--- config.mk ---
export PLATFORM = sky130hd
export DESIGN_NAME = compare_unit
export DESIGN_NICKNAME = d
export VERILOG_FILES = /design/src/rtl/compare_unit.sv
export SDC_FILE = /design/constraint.sdc
export NUM_CORES = 1
export LEC_CHECK = 0
export BUFFER_PORTS_ARGS = -buffer_cell sky130_fd_sc_hd__buf_2
export CAP_MARGIN = 0
export CELL_PAD_IN_SITES_DETAIL_PLACEMENT = 0
export CELL_PAD_IN_SITES_GLOBAL_PLACEMENT = 2
export CORE_MARGIN = 2
export CORE_UTILIZATION = 41
export DETAILED_ROUTE_END_ITERATION = 12
export HOLD_SLACK_MARGIN = 0.15
export MAX_ROUTING_LAYER = met4
export PLACE_DENSITY_LB_ADDON = 0.08
export SYNTH_ARGS = -nofsm -noshare
export SYNTH_HDL_FRONTEND = slang
export SYNTH_SLANG_ARGS = --single-unit
export TNS_END_PERCENT = 5
--- constraint.sdc ---
create_clock -name clk -period 6.29 [get_ports clk]
set_clock_uncertainty 0.2 [all_clocks]
set_input_delay 0.629 -clock clk [delete_from_list [all_inputs] [get_ports clk]]
set_output_delay 0.629 -clock clk [all_outputs]
set_load 0.02 [all_outputs]
--- src/rtl/compare_unit.sv ---
// compare_unit: multi-cycle RISC-V branch comparator.
// Operands are compared CHUNK bits per cycle, most significant chunk first,
// and the operation exits early at the first differing chunk. Signed
// compares flip the operand MSBs at capture so that every chunk compare
// can be unsigned.
module compare_unit #(
  parameter int WIDTH = 64,
  parameter int CHUNK = 16
) (
  input  logic             clk,
  input  logic             rst_n,
  input  logic             flush,
  input  logic             in_valid,
  output logic             in_ready,
  input  logic [WIDTH-1:0] a,
  input  logic [WIDTH-1:0] b,
  input  logic [2:0]       funct3,
  output logic             out_valid,
  input  logic             out_ready,
  output logic             result,
  output logic             illegal
);

  localparam int NCHUNK = WIDTH / CHUNK;
  localparam int IDXW   = (NCHUNK > 1) ? $clog2(NCHUNK) : 1;
  localparam logic [IDXW-1:0]  IDX_TOP  = IDXW'(NCHUNK - 1);
  localparam logic [WIDTH-1:0] MSB_MASK = WIDTH'(1'b1) << (WIDTH - 1);

  typedef enum logic [1:0] {
    ST_IDLE = 2'd0,
    ST_BUSY = 2'd1,
    ST_DONE = 2'd2
  } state_t;

  state_t           state_r;
  logic [IDXW-1:0]  idx_r;
  logic [WIDTH-1:0] a_r;
  logic [WIDTH-1:0] b_r;
  logic [2:0]       f3_r;
  logic             in_ready_r;
  logic             out_valid_r;
  logic             result_r;
  logic             illegal_r;
  logic [CHUNK-1:0] a_chunk_s;
  logic [CHUNK-1:0] b_chunk_s;

  // funct3 codes 010 and 011 have no branch meaning
  function automatic logic is_illegal(input logic [2:0] f3);
    return (f3 == 3'b010) || (f3 == 3'b011);
  endfunction

  // LT and GE compare two's-complement operands
  function automatic logic is_signed_op(input logic [2:0] f3);
    return (f3 == 3'b100) || (f3 == 3'b101);
  endfunction

  // Map the recorded eq/lt flags onto the requested branch condition
  function automatic logic op_result(input logic [2:0] f3, input logic eq, input logic lt);
    logic r;
    case (f3)
      3'b000:  r = eq;
      3'b001:  r = ~eq;
      3'b100:  r = lt;
      3'b110:  r = lt;
      3'b101:  r = ~lt;
      3'b111:  r = ~lt;
      default: r = 1'b0;
    endcase
    return r;
  endfunction

  // Select the chunk pair currently under comparison
  always_comb begin
    a_chunk_s = a_r[idx_r*CHUNK +: CHUNK];
    b_chunk_s = b_r[idx_r*CHUNK +: CHUNK];
  end

  // Control FSM with registered handshake and result outputs
  always_ff @(posedge clk or negedge rst_n) begin
    if (!rst_n) begin
      state_r     <= ST_IDLE;
      idx_r       <= IDX_TOP;
      a_r         <= '0;
      b_r         <= '0;
      f3_r        <= 3'b000;
      in_ready_r  <= 1'b1;
      out_valid_r <= 1'b0;
      result_r    <= 1'b0;
      illegal_r   <= 1'b0;
    end else if (flush) begin
      state_r     <= ST_IDLE;
      idx_r       <= IDX_TOP;
      in_ready_r  <= 1'b1;
      out_valid_r <= 1'b0;
      result_r    <= 1'b0;
      illegal_r   <= 1'b0;
    end else begin
      case (state_r)
        ST_IDLE: begin
          if (in_valid) begin
            a_r        <= is_signed_op(funct3) ? (a ^ MSB_MASK) : a;
            b_r        <= is_signed_op(funct3) ? (b ^ MSB_MASK) : b;
            f3_r       <= funct3;
            idx_r      <= IDX_TOP;
            in_ready_r <= 1'b0;
            result_r   <= 1'b0;
            if (is_illegal(funct3)) begin
              state_r     <= ST_DONE;
              out_valid_r <= 1'b1;
              illegal_r   <= 1'b1;
            end else begin
              state_r     <= ST_BUSY;
              out_valid_r <= 1'b0;
              illegal_r   <= 1'b0;
            end
          end else begin
            state_r <= ST_IDLE;
          end
        end
        ST_BUSY: begin
          if (a_chunk_s != b_chunk_s) begin
            // early exit: the first differing chunk decides the order
            state_r     <= ST_DONE;
            out_valid_r <= 1'b1;
            result_r    <= op_result(f3_r, 1'b0, a_chunk_s < b_chunk_s);
          end else if (idx_r == '0) begin
            state_r     <= ST_DONE;
            out_valid_r <= 1'b1;
            result_r    <= op_result(f3_r, 1'b1, 1'b0);
          end else begin
            idx_r <= idx_r - IDXW'(1);
          end
        end
        ST_DONE: begin
          if (out_ready) begin
            state_r     <= ST_IDLE;
            idx_r       <= IDX_TOP;
            in_ready_r  <= 1'b1;
            out_valid_r <= 1'b0;
            result_r    <= 1'b0;
            illegal_r   <= 1'b0;
          end else begin
            state_r <= ST_DONE;
          end
        end
        default: begin
          state_r     <= ST_IDLE;
          idx_r       <= IDX_TOP;
          in_ready_r  <= 1'b1;
          out_valid_r <= 1'b0;
          result_r    <= 1'b0;
          illegal_r   <= 1'b0;
        end
      endcase
    end
  end

  assign in_ready  = in_ready_r;
  assign out_valid = out_valid_r;
  assign result    = result_r;
  assign illegal   = illegal_r;

endmodule

==> results of run 1 <==
metrics by stage:
stage | total power [mW] | utilization (%) | instances | area [sq um] | setup slack [ns]
6_report | 2.78 | 51.1 | 800 | 8020 | 2.59
5_1_grt | 2.94 | 51.1 | 800 | 8020 | 2.17
4_1_cts | 2.82 | 51.0 | 798 | 8020 | 2.44
3_5_place_dp | 1.82 | 47.2 | 765 | 7420 | 2.46
3_3_place_gp | 1.80 | 47.2 | 765 | 7420 | 2.52
2_1_floorplan | 1.62 | - | 428 | 6530 | 3.08
path summary, 6_finish.rpt:
path                       startpoint          to  slack (ns)  depth (start not counted)
max in group asynchronous       rst_n     a_r[13]        3.86                          3
max                          idx_r[0]  state_r[1]        2.59                          8
min                             a[62]     a_r[62]        0.24                          2
max reg2reg                  idx_r[0]  state_r[1]        2.59                          8
min in group asynchronous       rst_n     a_r[38]        0.58                          2
min reg2reg                 out_valid   out_valid        0.30                          1
metal layers:
layer	up-vias	wire length, um
li1	1879	-
met1	2014	6380
met2	80	7480
met3	13	597
met4	0	145
met5	-	0
final cells by class:
| cell class | instances | area share, % |
|---|---|---|
| Antenna cell | 2 | 0.0624 |
| Clock buffer | 22 | 5.91 |
| Clock inverter | 10 | 1.43 |
| Inverter | 19 | 0.889 |
| Multi-Input combinational cell | 247 | 35.6 |
| Sequential cell | 139 | 43.4 |
| Tap cell | 216 | 3.37 |
| Timing Repair Buffer | 145 | 9.34 |
report_power, final:
| group | switching (mW) | leakage (nW) | total, mW | internal (mW) |
|---|---|---|---|---|
| sequential | 0.115 | 1.64 | 1.21 | 1.10 |
| combinational | 0.226 | 1.69 | 0.575 | 0.348 |
| clock | 0.377 | 0.283 | 0.992 | 0.615 |
| total | 0.719 | 3.61 | 2.78 | 2.06 |
cells by family (layout without fill, tap and decap cells):
family	Yosys count	in the layout	share of synthesized area (%)
fa+ha+maj	17	17	3.26
mux	161	161	33.3
xor+xnor	2	2	0.268
flops	139	139	53.3
compound gates	34	34	3.79
buf+inv	42	196	3.10
other cells	0	2	0
simple gates	33	33	3.03
sequential cells by signal, indices dropped and copies added, names as in the netlist:
signal	count
state_r	2
b_r	64
a_r	64
result	1
f3_r	3
in_ready	1
idx_r	2
illegal	1
out_valid	1
Yosys cell counts:
library cell,instances,area (sq um)
xnor2_1,2,17.5
dfstp_2,3,78.8
o31ai_1,1,7.51
buf_4,9,67.6
inv_1,19,71.3
mux4_2,32,721
o21bai_1,1,7.51
o22a_1,1,8.76
nand2_1,6,22.5
a221o_1,1,10.0
a221oi_1,1,8.76
a21oi_2,1,8.76
a21o_1,2,15.0
o22ai_1,2,12.5
a21oi_1,10,50.1
and2_1,1,6.26
dfrtp_1,136,3400
nor2_1,6,22.5
a2111oi_0,1,8.76
nand4_1,4,25.0
o21ai_1,2,10.0
nand2b_1,3,18.8
o21a_1,2,15.0
mux2_2,129,1450
ha_1,17,213
o21ai_0,2,10.0
nand4_2,1,12.5
nor4_4,1,21.3
a31oi_1,3,18.8
nand3_1,1,5.00
nor2b_1,5,31.3
a2111oi_4,1,27.5
buf_2,9,45.0
nor3_2,1,10.0
or4_1,1,7.51
o211ai_1,1,7.51
clkbuf_1,5,18.8
a22oi_2,1,12.5
nor3_1,3,15.0
o311ai_0,1,8.76
worst max-delay path, stage by stage (launching register included):
cell      delay, ns
dfstp_2        0.83
buf_4          0.47
mux4_2         0.59
ha_1           0.34
nand4_1        0.23
nor4_4         0.38
nand2_1        0.19
a221oi_1       0.27
nor3_1         0.07
timing repair:
action                                 4_1_cts  5_1_grt
endpoints found under the hold margin       65        0
hold buffers                                 1        0
setup buffers                                0        0
==> results.ini, run 1 <==
[drt]
drt_iter0_drc = 188
wl_per_cell_um = 18.3
firstDrtPassIters = 4
vias = 3986
drt-total-wl_um = 14600
drc = 0
routed_via_density = 4.98
antenna_left = 0

[timing]
setup_viol = 0
max_slew.worst_pin.slew_ns = 0.923
slew_headroom_pct = 38.4
finalSetupTns_ns = 0
drv_slew = 0
fmax_ghz = 0.270
period_share_pct = 58.9
period_needed_ns = 3.70
hold_viol_final = 0
holdWs_ns = 0.243
grt_setup_unrepaired = no

[global_routing]
use_met1_pct = 23.7
grtUsageMet3_pct = 4.92
track_usage_pct = 19.1
grtUsageMet2_pct = 31.3
top_usage_layer = met2
grt_pass1_wl_um = 23200
grt_pass1_vias = 4416
grt_max_degree = 72
overflow = 0
antenna_found_initial = 2

[yosys]
syn_area_per_cell_sq_um = 15.3
synth_cells = 428
syn_nets = 581
yosys_warnings = 0
synth-seq-cells = 139
seq_area_frac_synth_pct = 53.3
netlist_area_sq_mm = 0.00653
synth_cell_types = 40

[die]
die_x_um = 130
die_h_um = 130
initial_utilization_pct = 41.6
die_area_sq_mm = 0.0170
core_area_sq_mm = 0.0157
row_count = 46
pin_count = 140

[clocking]
cts_tree = built
cts-root-buf = clkbuf_16
clkLatencyLatePin_ns = 0.41
clock-sinks = 139
post_cts_resized = 0
cts_buffers = 17
cts_max_level = 4
clk_pin_slew_ns = 0.06
cts_buffer_depth = 2

[finish]
layout_commonest_cell = buf_2
final_cell_mix = buf_2, dfrtp_1, mux2_2
layout.nets = 722
area_delta_synth_final_pct = 22.8
multi_input_area_sq_mm = 0.00286
fillers = 1417
regArea_sq_mm = 0.00348
drive_gt1_share_pct = 59.1

[placed_design]
dpl.hpwl_um = 10600
portBuffers = 139
gp_congestion = 0.731

[flow_run]
cap_violations = 0

[critical_path]
critPathKind = reg -> reg
start_kind = register
crit_required_ns = 6.38
crit_arrival_ns = 3.80
worst_setup_path_end_kind = register
path_max_fanout = 21

[power_and_ir_drop]
p_leak_nw = 3.61
worst_ir_drop_vdd_mv = 0.241
power_density_mw_per_mm2 = 346

[min_path]
hold_class = in -> reg

[status]
status = finished, final reports clean

Note: power is estimated with default switching activity, not from simulation.
==> inputs of run 2 (changes only) <==
- CORE_UTILIZATION: 41 -> 34
- clock period: 6.29 -> 3.4 ns (I/O delays scaled with it)
==> results.ini, run 2 (synthesis gave the netlist of run 1 again) <==
[timing]
fmax_ghz = 0.313  ; +16%
grt_setup_unrepaired = no
max_slew.worst_pin.slew_ns = 0.605  ; -0.318 ns
setup_viol = 0  ; unchanged
hold_viol_final = 0  ; unchanged
drv_slew = 0  ; unchanged
period_needed_ns = 3.19  ; -0.510 ns
holdWs_ns = 0.178  ; -0.0656 ns
slew_headroom_pct = 59.6  ; +21 points
period_share_pct = 93.9  ; +35 points
finalSetupTns_ns = 0  ; unchanged

[clocking]
cts_hold_buf = 134  ; +133
cts_buffers = 17  ; unchanged
cts_buffer_depth = 2  ; unchanged
cts_max_level = 4  ; unchanged
cts_tree = built
clkLatencyLatePin_ns = 0.41  ; about the same
clk_pin_slew_ns = 0.06  ; about the same
post_cts_resized = 0  ; unchanged
clock-sinks = 139  ; unchanged
post-cts-setup-buffers = 0  ; unchanged
cts-root-buf = clkbuf_16

[drt]
antenna_left = 0  ; unchanged
drt-total-wl_um = 16400  ; +12%
drt_iter0_drc = 151  ; -20%
vias = 4526  ; +14%
routed_via_density = 4.75  ; -4.6%
wl_per_cell_um = 17.2  ; -5.8%
firstDrtPassIters = 4  ; unchanged
drc = 0  ; unchanged

[global_routing]
grt_pass1_vias = 4961  ; +12%
overflow = 0  ; unchanged
antenna_found_initial = 0  ; -2
track_usage_pct = 17.9  ; -1.1 points
grt_max_degree = 82  ; +14%
grt_pass1_wl_um = 26700  ; +15%

[placed_design]
dpl.hpwl_um = 11400  ; +8.1%
gp_congestion = 0.736  ; +0.68%
portBuffers = 139  ; unchanged

[power_and_ir_drop]
internal_power_mw = 4.01  ; +95%
pwr-share-comb_pct = 22.3  ; +1.6 points
switching_share_pct = 25.8  ; -0.035 points
p_seq_share_pct = 41.4  ; -2.2 points
power_density_mw_per_mm2 = 570  ; +65%
p_clk_share_pct = 36.2  ; +0.5 points
p_sw_mw = 1.40  ; +95%
p_leak_nw = 4.20  ; +17%
worst_ir_drop_vdd_mv = 0.305  ; +27%

[finish]
drive_gt1_share_pct = 48.3  ; -11 points
fillers = 1664  ; +17%
final_cell_mix = buf_2, dfrtp_1, dlygate4sd3_1
layout_commonest_cell = buf_2
layout.nets = 858  ; +19%
regArea_sq_mm = 0.00348  ; unchanged
largest_registers = a_r: 64 flops, b_r: 64 flops, f3_r: 3 flops
area_delta_synth_final_pct = 45.3
insertedDiodeCount = 0  ; -2
multi_input_area_sq_mm = 0.00286  ; unchanged

[critical_path]
worst_setup_path_end_kind = register
crit_arrival_ns = 3.33  ; -0.47 ns
crit_required_ns = 3.54  ; -2.84 ns
critPathKind = reg -> reg
path_max_fanout = 10  ; -52%
start_kind = register

[die]
pin_count = 140  ; unchanged
die_h_um = 143  ; +9.5%
initial_utilization_pct = 34.8  ; -6.8 points
core_area_sq_mm = 0.0188  ; +19%
row_count = 50  ; +8.7%
die_x_um = 143  ; +9.5%
die_area_sq_mm = 0.0203  ; +20%

[flow_run]
cap_violations = 0  ; unchanged

[status]
status = finished, final reports clean

[min_path]
hold_class = in -> reg

## run 2: path summary, 6_finish.rpt
check / start / to / slack, ns / depth (start not counted)
max in group asynchronous: rst_n / idx_r[1] / 1.84 / 3
hold reg to reg: b_r[17] / b_r[17] / 0.30 / 1
setup / recovery: idx_r[0] / result / 0.21 / 8
min in group asynchronous: rst_n / a_r[4] / 0.26 / 2
hold / removal: in_valid / in_ready / 0.18 / 4
setup reg to reg: idx_r[0] / result / 0.21 / 8
## run 2: critical path, cell delays in order (launching register included)
cell and delay (ns):
dfstp_2 0.57, buf_4 0.24, mux4_2 0.55, ha_1 0.35, nand4_1 0.25, nor2_1 0.07, a221o_1 0.33, or4_1 0.40
a31oi_1 0.17
## run 2: through the flow
stage,std cells,util (%),cell area (sq um),worst slack [ns],total power [mW]
finish,952,50.6,9490,0.206,5.41
global route,952,50.6,9490,0.0545,5.73
CTS,952,50.6,9490,0.187,5.50
detailed placement,786,40.1,7530,0.199,3.39
global placement,786,40.1,7530,0.222,3.35
floorplan,428,-,6530,0.185,3.00
## run 2: cell type report
type	count	area share (%)
inverter	19	0.751
multi-input combinational	247	30.1
clock buffer	19	4.56
tap	234	3.08
sequential	139	36.7
clock inverter	13	2.03
timing repair buffer	281	22.8
## run 2: power by group through the flow
stage | Clock, mW | Combinational, mW | Sequential, mW
6_report | 1.96 | 1.21 | 2.24
5_1_grt | 2.09 | 1.34 | 2.29
4_1_cts | 2.01 | 1.23 | 2.25
3_5_place_dp | 0 | 1.11 | 2.28
3_3_place_gp | 0 | 1.08 | 2.27
2_1_floorplan | 0 | 0.818 | 2.18
## run 2: metal layers
metal / global-route usage (%) / routed length (um) / vias to the layer above
li1: - / - / 2145
met1: 22.0 / 7170 / 2281
met2: 30.3 / 8500 / 87
met3: 3.92 / 521 / 13
met4: 4.53 / 175 / 0
met5: - / 0 / -
